==> src/rtl/pixel_sequencer_pkg.sv <==
// Shared types and constants for the pixel-array frame sequencer.
// COUNTER_W matches the pixel-array ramp counter that this block clocks.
package pixel_sequencer_pkg;

    typedef enum logic [2:0] {
        S_IDLE,
        S_ERASE,
        S_EXPOSE,
        S_CONVERT,
        S_READ
    } state_t;

    localparam int ERASE_CYCLES_DEF  = 5;
    localparam int EXPOSE_CYCLES_DEF = 255;
    localparam int CONVERT_STEPS_DEF = 255;
    localparam int ROWS_DEF          = 2;
    localparam int COUNTER_W         = 8;

    // The timer is loaded with length-1, so $clog2 of the longest phase is enough.
    function automatic int timer_width(input int a, input int b, input int c);
        int m;
        m = a;
        if (b > m) m = b;
        if (c > m) m = c;
        return (m > 1) ? $clog2(m) : 1;
    endfunction

endpackage

==> src/rtl/pixel_sequencer_phase_timer.sv <==
// Loadable down-counter that measures the length of each sequencer phase.
// DONE is high while the count sits at zero; the count holds there until reloaded.
module phase_timer #(
    parameter int WIDTH = 8
) (
    input  logic             CLOCK,
    input  logic             RESET,
    input  logic             LOAD,
    input  logic [WIDTH-1:0] LOAD_VALUE,
    output logic             DONE
);

    logic [WIDTH-1:0] count;

    always_ff @(posedge CLOCK) begin
        if (RESET) begin
            count <= '0;
        end else if (LOAD) begin
            count <= LOAD_VALUE;
        end else if (count != '0) begin
            count <= count - WIDTH'(1);
        end
    end

    assign DONE = (count == '0);

endmodule

==> src/rtl/pixel_sequencer.sv <==
// Frame FSM for the digital pixel sensor: erase, expose, ramp conversion, row readout.
// Every output is a register updated alongside the state, so none follows an input combinationally.
module pixel_sequencer
    import pixel_sequencer_pkg::*;
#(
    parameter int ERASE_CYCLES  = ERASE_CYCLES_DEF,
    parameter int EXPOSE_CYCLES = EXPOSE_CYCLES_DEF,
    parameter int CONVERT_STEPS = CONVERT_STEPS_DEF,
    parameter int ROWS          = ROWS_DEF,
    parameter int ROW_W         = (ROWS > 1) ? $clog2(ROWS) : 1
) (
    input  logic             CLOCK,
    input  logic             RESET,
    input  logic             START,
    input  logic             ROW_READY,
    output logic             ERASE,
    output logic             EXPOSE,
    output logic             CONVERT,
    output logic             COUNTER_RESET,
    output logic             COUNTER_CLOCK,
    output logic             READ,
    output logic [ROW_W-1:0] ROW_SELECT,
    output logic             BUSY,
    output logic             FRAME_DONE
);

    if (ERASE_CYCLES < 1 || EXPOSE_CYCLES < 1 || CONVERT_STEPS < 1 ||
        CONVERT_STEPS > (1 << COUNTER_W) - 1 || ROWS < 1 || ROW_W < 1 ||
        (ROWS > 1 && (1 << ROW_W) < ROWS)) begin : g_param_check
        $error("pixel_sequencer: parameter outside its legal range");
    end

    localparam int TIMER_W = timer_width(ERASE_CYCLES, EXPOSE_CYCLES, 2 * CONVERT_STEPS);

    localparam logic [TIMER_W-1:0] ERASE_LOAD   = TIMER_W'(ERASE_CYCLES - 1);
    localparam logic [TIMER_W-1:0] EXPOSE_LOAD  = TIMER_W'(EXPOSE_CYCLES - 1);
    localparam logic [TIMER_W-1:0] CONVERT_LOAD = TIMER_W'(2 * CONVERT_STEPS - 1);
    localparam logic [ROW_W-1:0]   LAST_ROW     = ROW_W'(ROWS - 1);

    state_t               state;
    logic                 timer_load;
    logic                 timer_done;
    logic [TIMER_W-1:0]   timer_value;

    // The timer is loaded on the same edge that enters a timed state.
    always_comb begin
        timer_load  = 1'b0;
        timer_value = '0;
        case (state)
            S_IDLE: begin
                if (START) begin
                    timer_load  = 1'b1;
                    timer_value = ERASE_LOAD;
                end
            end
            S_ERASE: begin
                if (timer_done) begin
                    timer_load  = 1'b1;
                    timer_value = EXPOSE_LOAD;
                end
            end
            S_EXPOSE: begin
                if (timer_done) begin
                    timer_load  = 1'b1;
                    timer_value = CONVERT_LOAD;
                end
            end
            default: ;
        endcase
    end

    phase_timer #(
        .WIDTH(TIMER_W)
    ) u_phase_timer (
        .CLOCK      (CLOCK),
        .RESET      (RESET),
        .LOAD       (timer_load),
        .LOAD_VALUE (timer_value),
        .DONE       (timer_done)
    );

    always_ff @(posedge CLOCK) begin
        if (RESET) begin
            state         <= S_IDLE;
            ERASE         <= 1'b0;
            EXPOSE        <= 1'b0;
            CONVERT       <= 1'b0;
            READ          <= 1'b0;
            BUSY          <= 1'b0;
            FRAME_DONE    <= 1'b0;
            COUNTER_CLOCK <= 1'b0;
            COUNTER_RESET <= 1'b1;
            ROW_SELECT    <= '0;
        end else begin
            FRAME_DONE <= 1'b0;
            case (state)
                S_IDLE: begin
                    if (START) begin
                        state <= S_ERASE;
                        ERASE <= 1'b1;
                        BUSY  <= 1'b1;
                    end
                end
                S_ERASE: begin
                    if (timer_done) begin
                        state  <= S_EXPOSE;
                        ERASE  <= 1'b0;
                        EXPOSE <= 1'b1;
                    end
                end
                S_EXPOSE: begin
                    if (timer_done) begin
                        state         <= S_CONVERT;
                        EXPOSE        <= 1'b0;
                        CONVERT       <= 1'b1;
                        COUNTER_RESET <= 1'b0;
                        COUNTER_CLOCK <= 1'b0;
                    end
                end
                // Toggle on all but the last cycle, so the phase ends with the clock high.
                S_CONVERT: begin
                    if (timer_done) begin
                        state         <= S_READ;
                        CONVERT       <= 1'b0;
                        COUNTER_RESET <= 1'b1;
                        COUNTER_CLOCK <= 1'b0;
                        READ          <= 1'b1;
                        ROW_SELECT    <= '0;
                    end else begin
                        COUNTER_CLOCK <= ~COUNTER_CLOCK;
                    end
                end
                S_READ: begin
                    if (ROW_READY) begin
                        if (ROW_SELECT == LAST_ROW) begin
                            state      <= S_IDLE;
                            READ       <= 1'b0;
                            BUSY       <= 1'b0;
                            FRAME_DONE <= 1'b1;
                            ROW_SELECT <= '0;
                        end else begin
                            ROW_SELECT <= ROW_SELECT + ROW_W'(1);
                        end
                    end
                end
                default: state <= S_IDLE;
            endcase
        end
    end

endmodule

==> config.mk <==
export PLATFORM = sky130hd
export DESIGN_NAME = pixel_sequencer
export DESIGN_NICKNAME = d
export VERILOG_FILES = /design/src/rtl/pixel_sequencer_pkg.sv /design/src/rtl/pixel_sequencer_phase_timer.sv /design/src/rtl/pixel_sequencer.sv
export SDC_FILE = /design/constraint.sdc
export NUM_CORES = 1
export LEC_CHECK = 0
export ABC_CLOCK_PERIOD_IN_PS = 4200
export CAP_MARGIN = 10
export CELL_PAD_IN_SITES_DETAIL_PLACEMENT = 1
export CELL_PAD_IN_SITES_GLOBAL_PLACEMENT = 1
export CORE_MARGIN = 8
export CORE_UTILIZATION = 42
export DETAILED_ROUTE_END_ITERATION = 8
export PLACE_DENSITY = 0.83
export SLEW_MARGIN = 40
export SYNTH_ARGS = -nofsm -noshare
export SYNTH_HDL_FRONTEND = slang
export SYNTH_SLANG_ARGS = --single-unit
==> constraint.sdc <==
create_clock -name CLOCK -period 4.2 [get_ports CLOCK]
set_input_delay 0.42 -clock CLOCK [delete_from_list [all_inputs] [get_ports CLOCK]]
set_output_delay 0.42 -clock CLOCK [all_outputs]
set_load 0.005 [all_outputs]
Word level (Yosys, flattened, before mapping)
Index checks and enable logic that the tools add are counted.

Register bits: 21. Output and inout bits: 9.

Reduce and logical (&&, ||, !) cells: 19. Bitwise operators: 3. Mux-type cells: 33. Eq/ne operators: 10. Add/subtract/negate cells: 2.

Operator list (count): $mux 9 (3); $pmux 9 s3 (1); $mux 3 (7); $pmux 1 s2 (9); $pmux 3 s5 (1); $ne 2x2->1 const B (6); $reduce_and 3->1 (4); $reduce_bool 2->1 (6); $mux 1 (11); $logic_not 9->1 (1); $reduce_bool 9->1 (1); $sub 9x1->9 const B (1); $mux 8 (1); $reduce_and 4->1 (2); $eq 3x2->1 const B (2); $reduce_and 6->1 (1); $eq 3x1->1 const B (1); $eq 3x3->1 const B (1); $logic_not 3->1 (1); $not 1->1 (3); $reduce_or 3->1 (1); $reduce_and 2->1 (1); $reduce_or 2->1 (1); $add 1x1->1 const B (1).

Longest topological paths before layout
Gate-level depths: netlist of run 1.

Depth in word-level cells: 4. Mapped depth: 7. Depth with buffers taken out: 6.

Hierarchy
From an unflattened synthesis of run 1, not the netlist that was laid out.

Cell total of the unflattened synthesis: 136. Area total of the unflattened synthesis: 1112.3 um^2.

By module, submodules not included: pixel_sequencer (cells an instance 74, instances 1, area each 598.1 um^2, sequential area each 240.2 um^2); phase_timer (cells an instance 62, instances 1, area each 514.2 um^2, sequential area each 180.2 um^2).

Worst setup path before layout of run 1
Ideal clock, no wire load.

Kind: register -> register. Start point: register u_phase_timer.count[0]. End point: register u_phase_timer.count[4]. Slack: 2.583 ns. Stages on the path, launching flop included: 8. Data arrival time: 1.496 ns. Clock period less this slack: 1.617 ns. Data required time: 4.079 ns. Buffers on the path: 1. Path through: dfxtp_1 -> inv_1 -> ha_1 -> nor3b_1 -> nand3_1 -> clkbuf_1 -> o21ai_0 -> nor2_1.

Word-level cells in the longest chain between the ends: 4. Elaborated cells between the ends (all ways): 11.

RTL lines: from (decl) (RTL line pixel_sequencer_phase_timer.sv:13) `logic [WIDTH-1:0] count;`; from (signal assigned) (RTL line pixel_sequencer_phase_timer.sv:21) `count <= count - WIDTH'(1);`; branches (longest 4 deep; another with $sub 9x1->9).

Several ways; the timed one is not identified. The select of a mux whose other input is x is not followed. A chain may end at the register's enable or synchronous reset.

Final worst setup path of run 1
Start point: register u_phase_timer.count[0]. End point: register state[0].

Word-level cells in the longest chain between the ends: 3. Elaborated cells between the ends (all ways): 5.

RTL lines: $logic_not 9->1 (*) (RTL line pixel_sequencer_phase_timer.sv:25) `assign DONE = (count == '0);`; $ne 2x2->1 (no line); $reduce_and 6->1 (no line) (*); to (signal assigned) (RTL line pixel_sequencer.sv:84) `state <= S_IDLE;`; to (signal assigned) (RTL line pixel_sequencer.sv:99) `state <= S_ERASE;`; to (signal assigned) (RTL line pixel_sequencer.sv:106) `state <= S_EXPOSE;`; to (decl) (RTL line pixel_sequencer.sv:40) `state_t state;`.

Every way passes the cells marked *; elsewhere a longest branch is shown, timed or not.

==> results of run 1 <==
==> Yosys cell counts (all sizes together) (2+ instances only) <==
cell type  number
or3             3
or4             2
o21ai           8
xor2            2
a31oi           4
buf             3
nor4            2
inv             5
a21oi          15
dfxtp          21
nand3           9
nand2b          2
nand3b          2
nand2           6
nor2           15
clkbuf          5
nor3            3
xnor2           2
nand4           2
nor2b           2
and3            2
==> registers in the layout, indices dropped and copies added, names as in the netlist <==
signal / count
BUSY: 1
READ: 1
state: 3
EXPOSE: 1
ERASE: 1
COUNTER_CLOCK: 1
FRAME_DONE: 1
CONVERT: 1
ROW_SELECT: 1
u_phase_timer.count: 9
COUNTER_RESET: 1
==> final cells by class <==
cell class	count	area, µm²	share of cell area [%]
clock buffer	4	26.3	2.20
inverter	5	18.8	1.57
multi-input combinational	97	569	47.7
sequential	21	420	35.3
tap	30	37.5	3.15
timing repair buffer	12	120	10.1
==> final timing paths <==
check,from,endpoint
max,u_phase_timer.count[0],state[0]
min,READ,READ
min reg2reg,READ,READ
max reg2reg,u_phase_timer.count[0],state[0]
==> worst max-delay path: stages, from the launching register on <==
cell and delay, ps:
dfxtp_1 360, inv_1 100, ha_1 240, nor3b_1 360, nand3_1 420, a2111oi_0 460
==> metrics by stage <==
step	setup slack (ps)	cell area (µm²)	hold slack (ps)
floorplan	2580	1040	452
global placement	2150	1170	446
detailed placement	2130	1170	452
CTS	2140	1190	480
global route	1790	1190	506
finish	2150	1190	481
==> logic make-up (layout without fill, tap and decap cells) <==
group / count (synthesis) / after routing
xor+xnor: 4 / 4
flops: 21 / 21
fa+ha+maj: 1 / 1
simple gates: 56 / 56
compound gates: 36 / 36
buf+inv: 13 / 21
==> power by group through the flow <==
stage               Clock (mW)  Combinational, mW  Sequential, mW
finish                  0.0979              0.484           0.345
global route             0.114              0.537           0.358
CTS                      0.102              0.487           0.346
detailed placement           0              0.481           0.350
global placement             0              0.456           0.342
floorplan                    0              0.383           0.304
==> metal layers <==
metal | part of all wire, % | routed length [µm] | vias to the layer above | global-route usage [%]
met2 | 48 | 1390 | 22 | 22.7
met4 | 0.52 | 15 | 0 | 4.90
met5 | 0 | 0 | - | 0
li1 | - | - | 487 | -
met1 | 47 | 1350 | 495 | 18.1
met3 | 5.0 | 145 | 2 | 3.22
==> placed cells by master (no fill, tap or decap), types with 2 or more instances in the layout <==
cell,synthesis,routed
xor2_1,2,2
a31oi_1,4,4
inv_1,5,5
clkdlybuf4s50_1,0,12
nand3_1,9,9
nand2_1,6,6
a21oi_1,14,14
nor2b_1,2,2
nand2b_1,2,2
dfxtp_1,21,21
nor2_1,15,15
or3_1,2,2
o21ai_0,8,8
clkbuf_4,0,3
or4_1,2,2
nand3b_1,2,2
nand4_1,2,2
nor3_1,3,3
nor4_1,2,2
and3_1,2,2
xnor2_1,2,2
==> flow_metrics.py, run 1 <==
metrics = {
    "run_status": {
        "outcome": "complete, no violations",
    },
    "die": {
        "die_w_um": 65.8,
        "rows": 18,
        "num_io_pins": 13,
        "core_area_mm2": 0.00241,
        "fp.dieH_um": 65.8,
        "start_util_pct": 43.3,
        "dieArea_mm2": 0.00433,
    },
    "setup_path": {
        "crit_type": "register to register",
        "worst_setup_path_end_kind": "register",
        "r2r.worst_path.cells": 5,
        "arrival_ps": 2240,
        "start_kind": "register",
        "required_ps": 4380,
        "cp_max_fo": 12,
        "reg2reg_slack_ps": 2150,
    },
    "clocking": {
        "hold_buffers": 0,
        "cts_tree": "yes",
        "cts.sinks": 21,
        "cts_root_buf": "clkbuf_4",
        "clockBufferDepth": 2,
        "postCtsSetupBuffers": 0,
        "cts.htree.levels": 1,
        "cts_made_buffers": 3,
        "cts-resized-gates": 0,
        "clk_latency_ps": 300,
        "clkTransAtPathRegs_ps": 120,
    },
    "logic_synthesis": {
        "async_flop_share_pct": 0,
        "synth.mux.area_fraction_pct": 0,
        "synthSimpleGateAreaFrac_pct": 28.8,
        "yosysTopAreaCell": "dfxtp_1",
        "synth.avg_cell_area_um2": 7.96,
        "netlist.area_leader.share_pct": 40.3,
        "ys_types": 39,
        "yosysSeqAreaShare_pct": 40.3,
        "ys_top_cells_by_area": "dfxtp_1 (40%), a21oi_1 (6.7%), nor2_1 (5.4%)",
        "ys_warn_count": 0,
        "synth_flop_cell": "dfxtp_1",
        "synth_fa_ha_area_share_pct": 1.20,
        "syn_inst": 131,
        "syn-num-nets": 136,
        "synth_compound_area_share_pct": 21.2,
        "synth-edff-count": 0,
        "synth_top_family_by_area": "simple AND/OR/NAND/NOR gates",
        "synth_xor_xnor_area_share_pct": 3.36,
        "yosys_register_bits": 21,
        "synthesis.area_mm2": 0.00104,
    },
    "place": {
        "dp.cells": 165,
        "io_buffers": 12,
        "gp_congestion": 0.861,
        "dpl.hpwl_mm": 2.12,
    },
    "drt": {
        "postRouteAntennaNets": 0,
        "wl_per_cell_um": 17.2,
        "drt_iter0_drc": 37,
        "dr.pass1.iters": 4,
        "vias_per_cell": 5.95,
        "vias": 1006,
        "drc": 0,
        "routed_wl_mm": 2.90,
    },
    "min_path": {
        "worstHoldPathType": "register to register",
        "whs_path_depth": 1,
    },
    "global_routing": {
        "grt_pass1_vias": 1000,
        "grt_usage_pct": 14.2,
        "antenna_found_initial": 0,
        "grt_max_degree": 21,
        "grt_pass1_wl_mm": 4.86,
        "grt.overflow.total": 0,
    },
    "sta": {
        "fin_crit_sh_pct": 48.9,
        "drv_slew": 0,
        "tns_ps": 0,
        "max_freq_ghz": 0.487,
        "fin_skew_ps": 7.19,
        "rsz0062_at_grt": "no",
        "finalHoldViolCount": 0,
        "final.min_clock_period_ps": 2050,
        "worst_slew_pin_slew_ps": 777,
        "slew_headroom_pct": 47.4,
        "finalSetupViolations": 0,
    },
    "layout": {
        "diodes": 0,
        "fin_util_pct": 49.5,
        "layoutNonFillerInstCount": 169,
        "finalNetCount": 145,
        "syn_to_final_growth_pct": 14.4,
        "fill_cells": 295,
        "drive_gt1_share_pct": 4.32,
    },
    "power_and_ir_drop": {
        "pwr-share-seq_pct": 37.3,
        "switchingPower_mw": 0.433,
        "power_frac_clock_pct": 10.6,
        "vdd_drop_max_mv": 0.442,
        "finalPower_mw": 0.927,
        "switching_share_pct": 46.7,
        "p_comb_share_pct": 52.2,
        "p_leak_nw": 0.430,
        "p_int_mw": 0.494,
        "powerDensity_mw_per_mm2": 778,
    },
    "job": {
        "max_cap_violations": 0,
    },
}
No activity file was read; power rests on OpenSTA's default activity.
==> inputs of run 2 (changes only) <==
--- a/config.mk
+++ b/config.mk
@@ -5,14 +5,14 @@
 export SDC_FILE = /design/constraint.sdc
 export NUM_CORES = 1
 export LEC_CHECK = 0
-export ABC_CLOCK_PERIOD_IN_PS = 4200
+export ABC_CLOCK_PERIOD_IN_PS = 1800
 export CAP_MARGIN = 10
 export CELL_PAD_IN_SITES_DETAIL_PLACEMENT = 1
 export CELL_PAD_IN_SITES_GLOBAL_PLACEMENT = 1
 export CORE_MARGIN = 8
-export CORE_UTILIZATION = 42
+export CORE_UTILIZATION = 35
 export DETAILED_ROUTE_END_ITERATION = 8
-export PLACE_DENSITY = 0.83
+export PLACE_DENSITY = 0.74
 export SLEW_MARGIN = 40
 export SYNTH_ARGS = -nofsm -noshare
 export SYNTH_HDL_FRONTEND = slang
==> constraint.sdc (replaced) <==
create_clock -name CLOCK -period 1.8 [get_ports CLOCK]
set_input_delay 0.18 -clock CLOCK [delete_from_list [all_inputs] [get_ports CLOCK]]
set_output_delay 0.18 -clock CLOCK [all_outputs]
set_load 0.005 [all_outputs]
==> run 2 against run 1 <==
  * Critical path depth rose by 2
  * Non-clock buffer count rose by 8
  * Utilization fell by 6.3 points
  * Critical path type unchanged
  * Critical endpoint unchanged
==> flow_metrics.py, run 2 (synthesized netlist as in run 1, its figures left out) <==
metrics = {
    "drt": {
        "drc": 0,
        "vias_per_cell": 5.71,
        "drt_iter0_drc": 32,
        "routed_wl_mm": 2.99,
        "postRouteAntennaNets": 0,
        "wl_per_cell_um": 16.6,
        "vias": 1027,
        "dr.pass1.iters": 4,
    },
    "sta": {
        "fin_skew_ps": 2.42,
        "max_freq_ghz": 0.593,
        "final.min_clock_period_ps": 1690,
        "finalSetupViolations": 0,
        "fin_crit_sh_pct": 93.6,
        "worst_slew_pin_slew_ps": 427,
        "finalHoldViolCount": 0,
        "drv_slew": 0,
        "slew_headroom_pct": 71.4,
        "rsz0062_at_grt": "no",
    },
    "place": {
        "dpl.hpwl_mm": 2.24,
        "io_buffers": 12,
        "dp.cells": 176,
        "gp_congestion": 0.831,
    },
    "layout": {
        "biggestRegsByFlops": "u_phase_timer.count: 9 flops, state: 3 flops",
        "diodes": 0,
        "syn_to_final_growth_pct": 22.2,
        "max_flop_register": "u_phase_timer.count",
        "finalNetCount": 153,
        "drive_gt1_share_pct": 13.6,
        "largest_register_ffs": 9,
        "fill_cells": 376,
        "layout_commonest_cell": "dfxtp_1",
        "layoutNonFillerInstCount": 180,
        "mostFrequentLayoutCells": "dfxtp_1 (19), nor2_1 (15), a21oi_1 (14)",
        "multiInputGateArea_um2": 583,
        "seqCellArea_um2": 423,
    },
    "power_and_ir_drop": {
        "vdd_drop_max_mv": 0.581,
        "finalPower_mw": 2.32,
        "powerDensity_mw_per_mm2": 1820,
        "p_leak_nw": 0.477,
    },
    "global_routing": {
        "grt_max_degree": 15,
        "grt_pass1_vias": 1095,
        "grt_usage_pct": 12.8,
        "antenna_found_initial": 0,
        "grt_pass1_wl_mm": 5.22,
        "grt.overflow.total": 0,
    },
    "setup_path": {
        "crit_type": "register to register",
        "arrival_ps": 1870,
        "start_kind": "register",
        "r2r_start": "u_phase_timer.count[0]",
        "cp_max_fo": 12,
        "required_ps": 1990,
        "cp-startpoint": "u_phase_timer.count[0]",
        "worst_setup_path_end_kind": "register",
        "reg2reg_slack_ps": 110,
    },
    "clocking": {
        "cts_made_buffers": 3,
        "cts_tree": "yes",
        "cts.sinks": 21,
        "clk_latency_ps": 300,
        "clockBufferDepth": 2,
        "clkTransAtPathRegs_ps": 120,
        "cts_root_buf": "clkbuf_4",
        "cts.htree.levels": 1,
    },
    "die": {
        "fp.dieH_um": 70.6,
        "num_io_pins": 13,
        "die_w_um": 70.6,
        "start_util_pct": 35.3,
        "core_area_mm2": 0.00295,
        "rows": 20,
        "dieArea_mm2": 0.00498,
    },
    "run_status": {
        "outcome": "complete, no violations",
    },
    "job": {
        "max_cap_violations": 0,
    },
    "min_path": {
        "hp-start": "READ",
        "worstHoldPathType": "register to register",
    },
}
## run 2: final cells by class
| type | instances | area share, % |
|---|---|---|
| timing repair buffer | 20 | 14.1 |
| tap | 33 | 3.24 |
| multi-input combinational | 97 | 45.8 |
| inverter | 5 | 1.47 |
| clock buffer | 3 | 1.77 |
| clock inverter | 1 | 0.393 |
| sequential | 21 | 33.2 |
## run 2: power by group
part           switching [mW]  internal (mW)  leakage, nW
clock network           0.149         0.0827       0.0177
logic                   0.749          0.581        0.287
registers               0.151          0.610        0.173
## run 2: worst max-delay path: stages, from the launching register on
cell and delay [ps]:
dfxtp_2 380, inv_1 80, ha_1 210, nor3b_2 170
nand3_1 100, buf_4 190, nor2_1 70, a2111oi_1 380
## run 2: timing repair
action                     CTS  global route
resized for setup            2             5
hold buffers                 0             0
setup endpoints to repair    9            10
setup buffers                0             0
## run 2: path summary, 6_finish.rpt
| path | endpoint | depth (start not counted) |
|---|---|---|
| max | state[0] | 7 |
| min | READ | 1 |
| max reg2reg | state[0] | 7 |
| min reg2reg | READ | 1 |
## run 2: layer usage
layer	global-route usage (%)	part of all wire, %	vias to the layer above
met5	0	0	-
li1	-	-	506
met1	15.8	48	505
met2	21.3	49	12
met4	5.77	1.3	0
met3	1.98	2.1	4
## run 2: stage by stage
stage	utilization [%]	cell area [µm²]	hold WS [ps]	setup WS (ps)	TNS (ps)
floorplan	-	1040	270	183	0
global route	43.1	1270	530	7.30	0
CTS	42.8	1260	512	11.6	0
global placement	41.7	1230	458	95.5	0
detailed placement	41.7	1230	483	-5.80	-5.80
finish	43.1	1270	507	114	0
==> inputs of run 3 (changes only) <==
--- a/config.mk
+++ b/config.mk
@@ -10,10 +10,11 @@
 export CELL_PAD_IN_SITES_DETAIL_PLACEMENT = 1
 export CELL_PAD_IN_SITES_GLOBAL_PLACEMENT = 1
 export CORE_MARGIN = 8
-export CORE_UTILIZATION = 35
+export CORE_UTILIZATION = 36
 export DETAILED_ROUTE_END_ITERATION = 8
-export PLACE_DENSITY = 0.74
+export PLACE_DENSITY = 0.75
 export SLEW_MARGIN = 40
 export SYNTH_ARGS = -nofsm -noshare
 export SYNTH_HDL_FRONTEND = slang
+export SYNTH_HIERARCHICAL = 1
 export SYNTH_SLANG_ARGS = --single-unit
==> run 3 against run 2 <==
  * The run now ends with setup timing left
  * Clock skew about the same
  * Worst setup slack worse by 980 ps
  * Critical path depth up 3
  * Highest routed layer unchanged
  * Critical endpoint unchanged
  * Area after synthesis up 6.7%
  * Final cell count up 18%
  * Total power up 37%
  * Combinational power up 69%
==> flow_metrics.py, run 3 <==
metrics = {
    "die": {
        "die_w_um": 71.6,
        "core_area_mm2": 0.00300,
        "fp.dieH_um": 71.6,
        "start_util_pct": 37.0,
        "num_io_pins": 13,
        "rows": 20,
        "dieArea_mm2": 0.00512,
    },
    "layout": {
        "drive_gt1_share_pct": 43.3,
        "layout_commonest_cell": "buf_4",
        "mostFrequentLayoutCells": "buf_4 (29), dfxtp_1 (19), clkdlybuf4s50_1 (12)",
        "fin_util_pct": 57.2,
        "finalNetCount": 186,
        "design_area_mm2": 0.00172,
        "diodes": 0,
        "max_flop_register": "u_phase_timer/count",
        "biggestRegsByFlops": "u_phase_timer/count: 9 flops, state: 3 flops",
        "layoutNonFillerInstCount": 213,
        "syn_to_final_growth_pct": 54.3,
        "largest_register_ffs": 9,
    },
    "logic_synthesis": {
        "synth-edff-count": 0,
        "ys_top_cells_by_area": "dfxtp_1 (38%), nor3_1 (4.9%), nand2_1 (4.7%)",
        "syn-num-nets": 141,
        "async_flop_share_pct": 0,
        "synth_flop_cell": "dfxtp_1",
        "synthTopCellsByCount": "dfxtp_1 (21), nand2_1 (14), nor2_1 (13), nor3_1 (11), a21oi_1 (7)",
        "yosysTopAreaCell": "dfxtp_1",
        "netlist.area_leader.share_pct": 37.8,
        "synth.most_common_cell": "dfxtp_1",
        "syn_inst": 136,
        "synthesis.area_mm2": 0.00111,
        "synth.avg_cell_area_um2": 8.18,
        "ys_types": 39,
        "yosys_register_bits": 21,
        "ys_warn_count": 6,
        "yosysSeqAreaShare_pct": 37.8,
    },
    "sta": {
        "fin_ws_ps": -862,
        "final.min_clock_period_ps": 2660,
        "finalHoldViolCount": 0,
        "worst_slew_pin_slew_ps": 539,
        "fin_crit_sh_pct": 148,
        "slew_headroom_pct": 63.8,
        "drv_slew": 0,
        "finalSetupViolations": 19,
        "rsz0062_at_grt": "yes",
        "max_freq_ghz": 0.376,
        "fin_skew_ps": 1.99,
    },
    "clocking": {
        "cts_tree": "yes",
        "clockBufferDepth": 2,
        "cts.sinks": 21,
        "cts_root_buf": "clkbuf_4",
        "cts_made_buffers": 3,
        "clk_latency_ps": 300,
        "hold_buffers": 0,
        "cts.htree.levels": 1,
        "clkTransAtPathRegs_ps": 130,
    },
    "setup_path": {
        "r2r_end": "state[0]",
        "worst_setup_path_end_kind": "register",
        "r2r.worst_path.cells": 10,
        "r2r_start": "u_phase_timer/count[0]",
        "start_kind": "register",
        "critPathMostFrequentCell": "or4b_4",
        "crit_type": "register to register",
        "max_stage_delay_ps": 580,
        "cp_max_fo": 3,
        "crit_chain": "inv_2 -> ha_4 -> or4b_4 -> or4b_4 -> inv_6 -> buf_6 -> o22a_1 -> a21oi_2 -> or4_1 -> a21oi_1",
        "required_ps": 2050,
        "crit_slowest_cell": "or4b_4",
        "arrival_ps": 2910,
        "reg2reg_slack_ps": -860,
    },
    "place": {
        "place_worst_setup_slack_ps": -899,
        "placed_area_mm2": 0.00148,
        "gp_congestion": 0.807,
        "dpl.hpwl_mm": 2.59,
        "io_buffers": 12,
        "dp.cells": 200,
    },
    "power_and_ir_drop": {
        "vdd_drop_max_mv": 0.834,
        "switching_share_pct": 42.0,
        "p_leak_nw": 0.710,
        "p_int_mw": 1.85,
        "switchingPower_mw": 1.34,
        "pwr-share-seq_pct": 21.9,
        "p_comb_share_pct": 70.6,
        "power_frac_clock_pct": 7.5,
        "powerDensity_mw_per_mm2": 1860,
    },
    "drt": {
        "drc": 0,
        "vias_per_cell": 5.44,
        "drt_iter0_drc": 30,
        "routed_wl_mm": 3.71,
        "wl_per_cell_um": 17.4,
        "postRouteAntennaNets": 0,
        "dr.pass1.iters": 4,
        "vias": 1159,
    },
    "min_path": {
        "whs_path_depth": 2,
        "hp-start": "CONVERT",
        "worstHoldPathType": "register to register",
        "min_to": "CONVERT",
    },
    "global_routing": {
        "grt_max_degree": 13,
        "antenna_found_initial": 0,
        "grt_pass1_wl_mm": 5.85,
        "grt.overflow.total": 0,
        "grt_usage_pct": 14.2,
        "grt_pass1_vias": 1235,
    },
    "run_status": {
        "violations": "setup timing",
        "outcome": "complete, but fails checks",
    },
    "job": {
        "max_cap_violations": 0,
    },
}
-- run 3: changes by cell type after synthesis, moves of 3 or more --
cell	before	now
a211oi_1	0	4
nor3_1	3	11
nor2b_1	2	5
nand2_1	6	14
a21oi_1	14	7
nand3_1	9	4
o21ai_0	8	4
a31oi_1	4	1
-- run 3: metrics by stage --
step	total power [mW]	setup TNS [ps]	hold slack, ps
2_1_floorplan	1.78	-11940	274
3_3_place_gp	2.26	-11220	448
3_5_place_dp	2.35	-13130	469
4_1_cts	2.86	-12320	486
5_1_grt	3.38	-13980	509
6_report	3.19	-12860	481
-- run 3: what timing repair did --
| action | CTS | global route |
|---|---|---|
| gates resized for setup | 19 | 25 |
| setup endpoints to repair | 19 | 19 |
| gates cloned | 1 | 0 |
| buffers inserted | 5 | 6 |
| pin swaps | 12 | 9 |
| hold endpoints to repair | 0 | 0 |
-- run 3: final cells by class --
cell class / instances / area, µm²
inverter: 4 / 20.0
clock inverter: 1 / 5.00
tap: 33 / 41.3
timing repair buffer: 49 / 428
sequential: 21 / 423
fill: 350 / 1290
clock buffer: 3 / 22.5
multi-input combinational: 102 / 777
-- run 3: worst max-delay path by stage --
stage / from / to / slack [ps] / cells past startpoint
floorplan: u_phase_timer/count[0] / u_phase_timer/count[0] / -910 / 13
CTS: u_phase_timer/count[1] / u_phase_timer/count[0] / -790 / 12
global placement: u_phase_timer/count[0] / u_phase_timer/count[0] / -740 / 11
global route: u_phase_timer/count[0] / u_phase_timer/count[0] / -900 / 12
detailed placement: u_phase_timer/count[1] / u_phase_timer/count[0] / -900 / 11
finish: u_phase_timer/count[0] / state[0] / -860 / 10
-- run 3: metal layers --
layer,share of wire (%),up-vias,GRT usage [%]
met5,0,-,0
met4,0.32,0,2.72
met3,2.6,2,3.07
met2,57,12,27.9
met1,40,580,14.9
li1,-,565,-
-- run 3: cell families (layout without fill, tap and decap cells) --
logic type / Yosys count / count (layout) / share of synthesized area, %
xor+xnor: 6 / 6 / 4.72
flops: 21 / 21 / 37.8
buf+inv: 13 / 57 / 5.96
fa+ha+maj: 1 / 1 / 1.12
compound gates: 29 / 29 / 17.3
mux: 3 / 3 / 2.81
simple gates: 63 / 63 / 30.3
-- run 3: worst max-delay path, delay by kind of cell (launching register included) --
family / cells / cell delay, ps
AO/OA/AOI/OAI: 3 / 350
AND/OR/NAND/NOR: 3 / 1460
buffers and inverters: 3 / 310
flip-flops: 1 / 350
adder cells (fa/ha/maj): 1 / 130
-- run 3: power by group through the flow --
stage,registers [mW],clock network (mW),logic (mW)
after detailed placement,0.698,0,1.66
after global placement,0.682,0,1.58
final,0.698,0.238,2.25
after global routing,0.714,0.270,2.39
after floorplan,0.684,0,1.09
after CTS,0.693,0.241,1.93
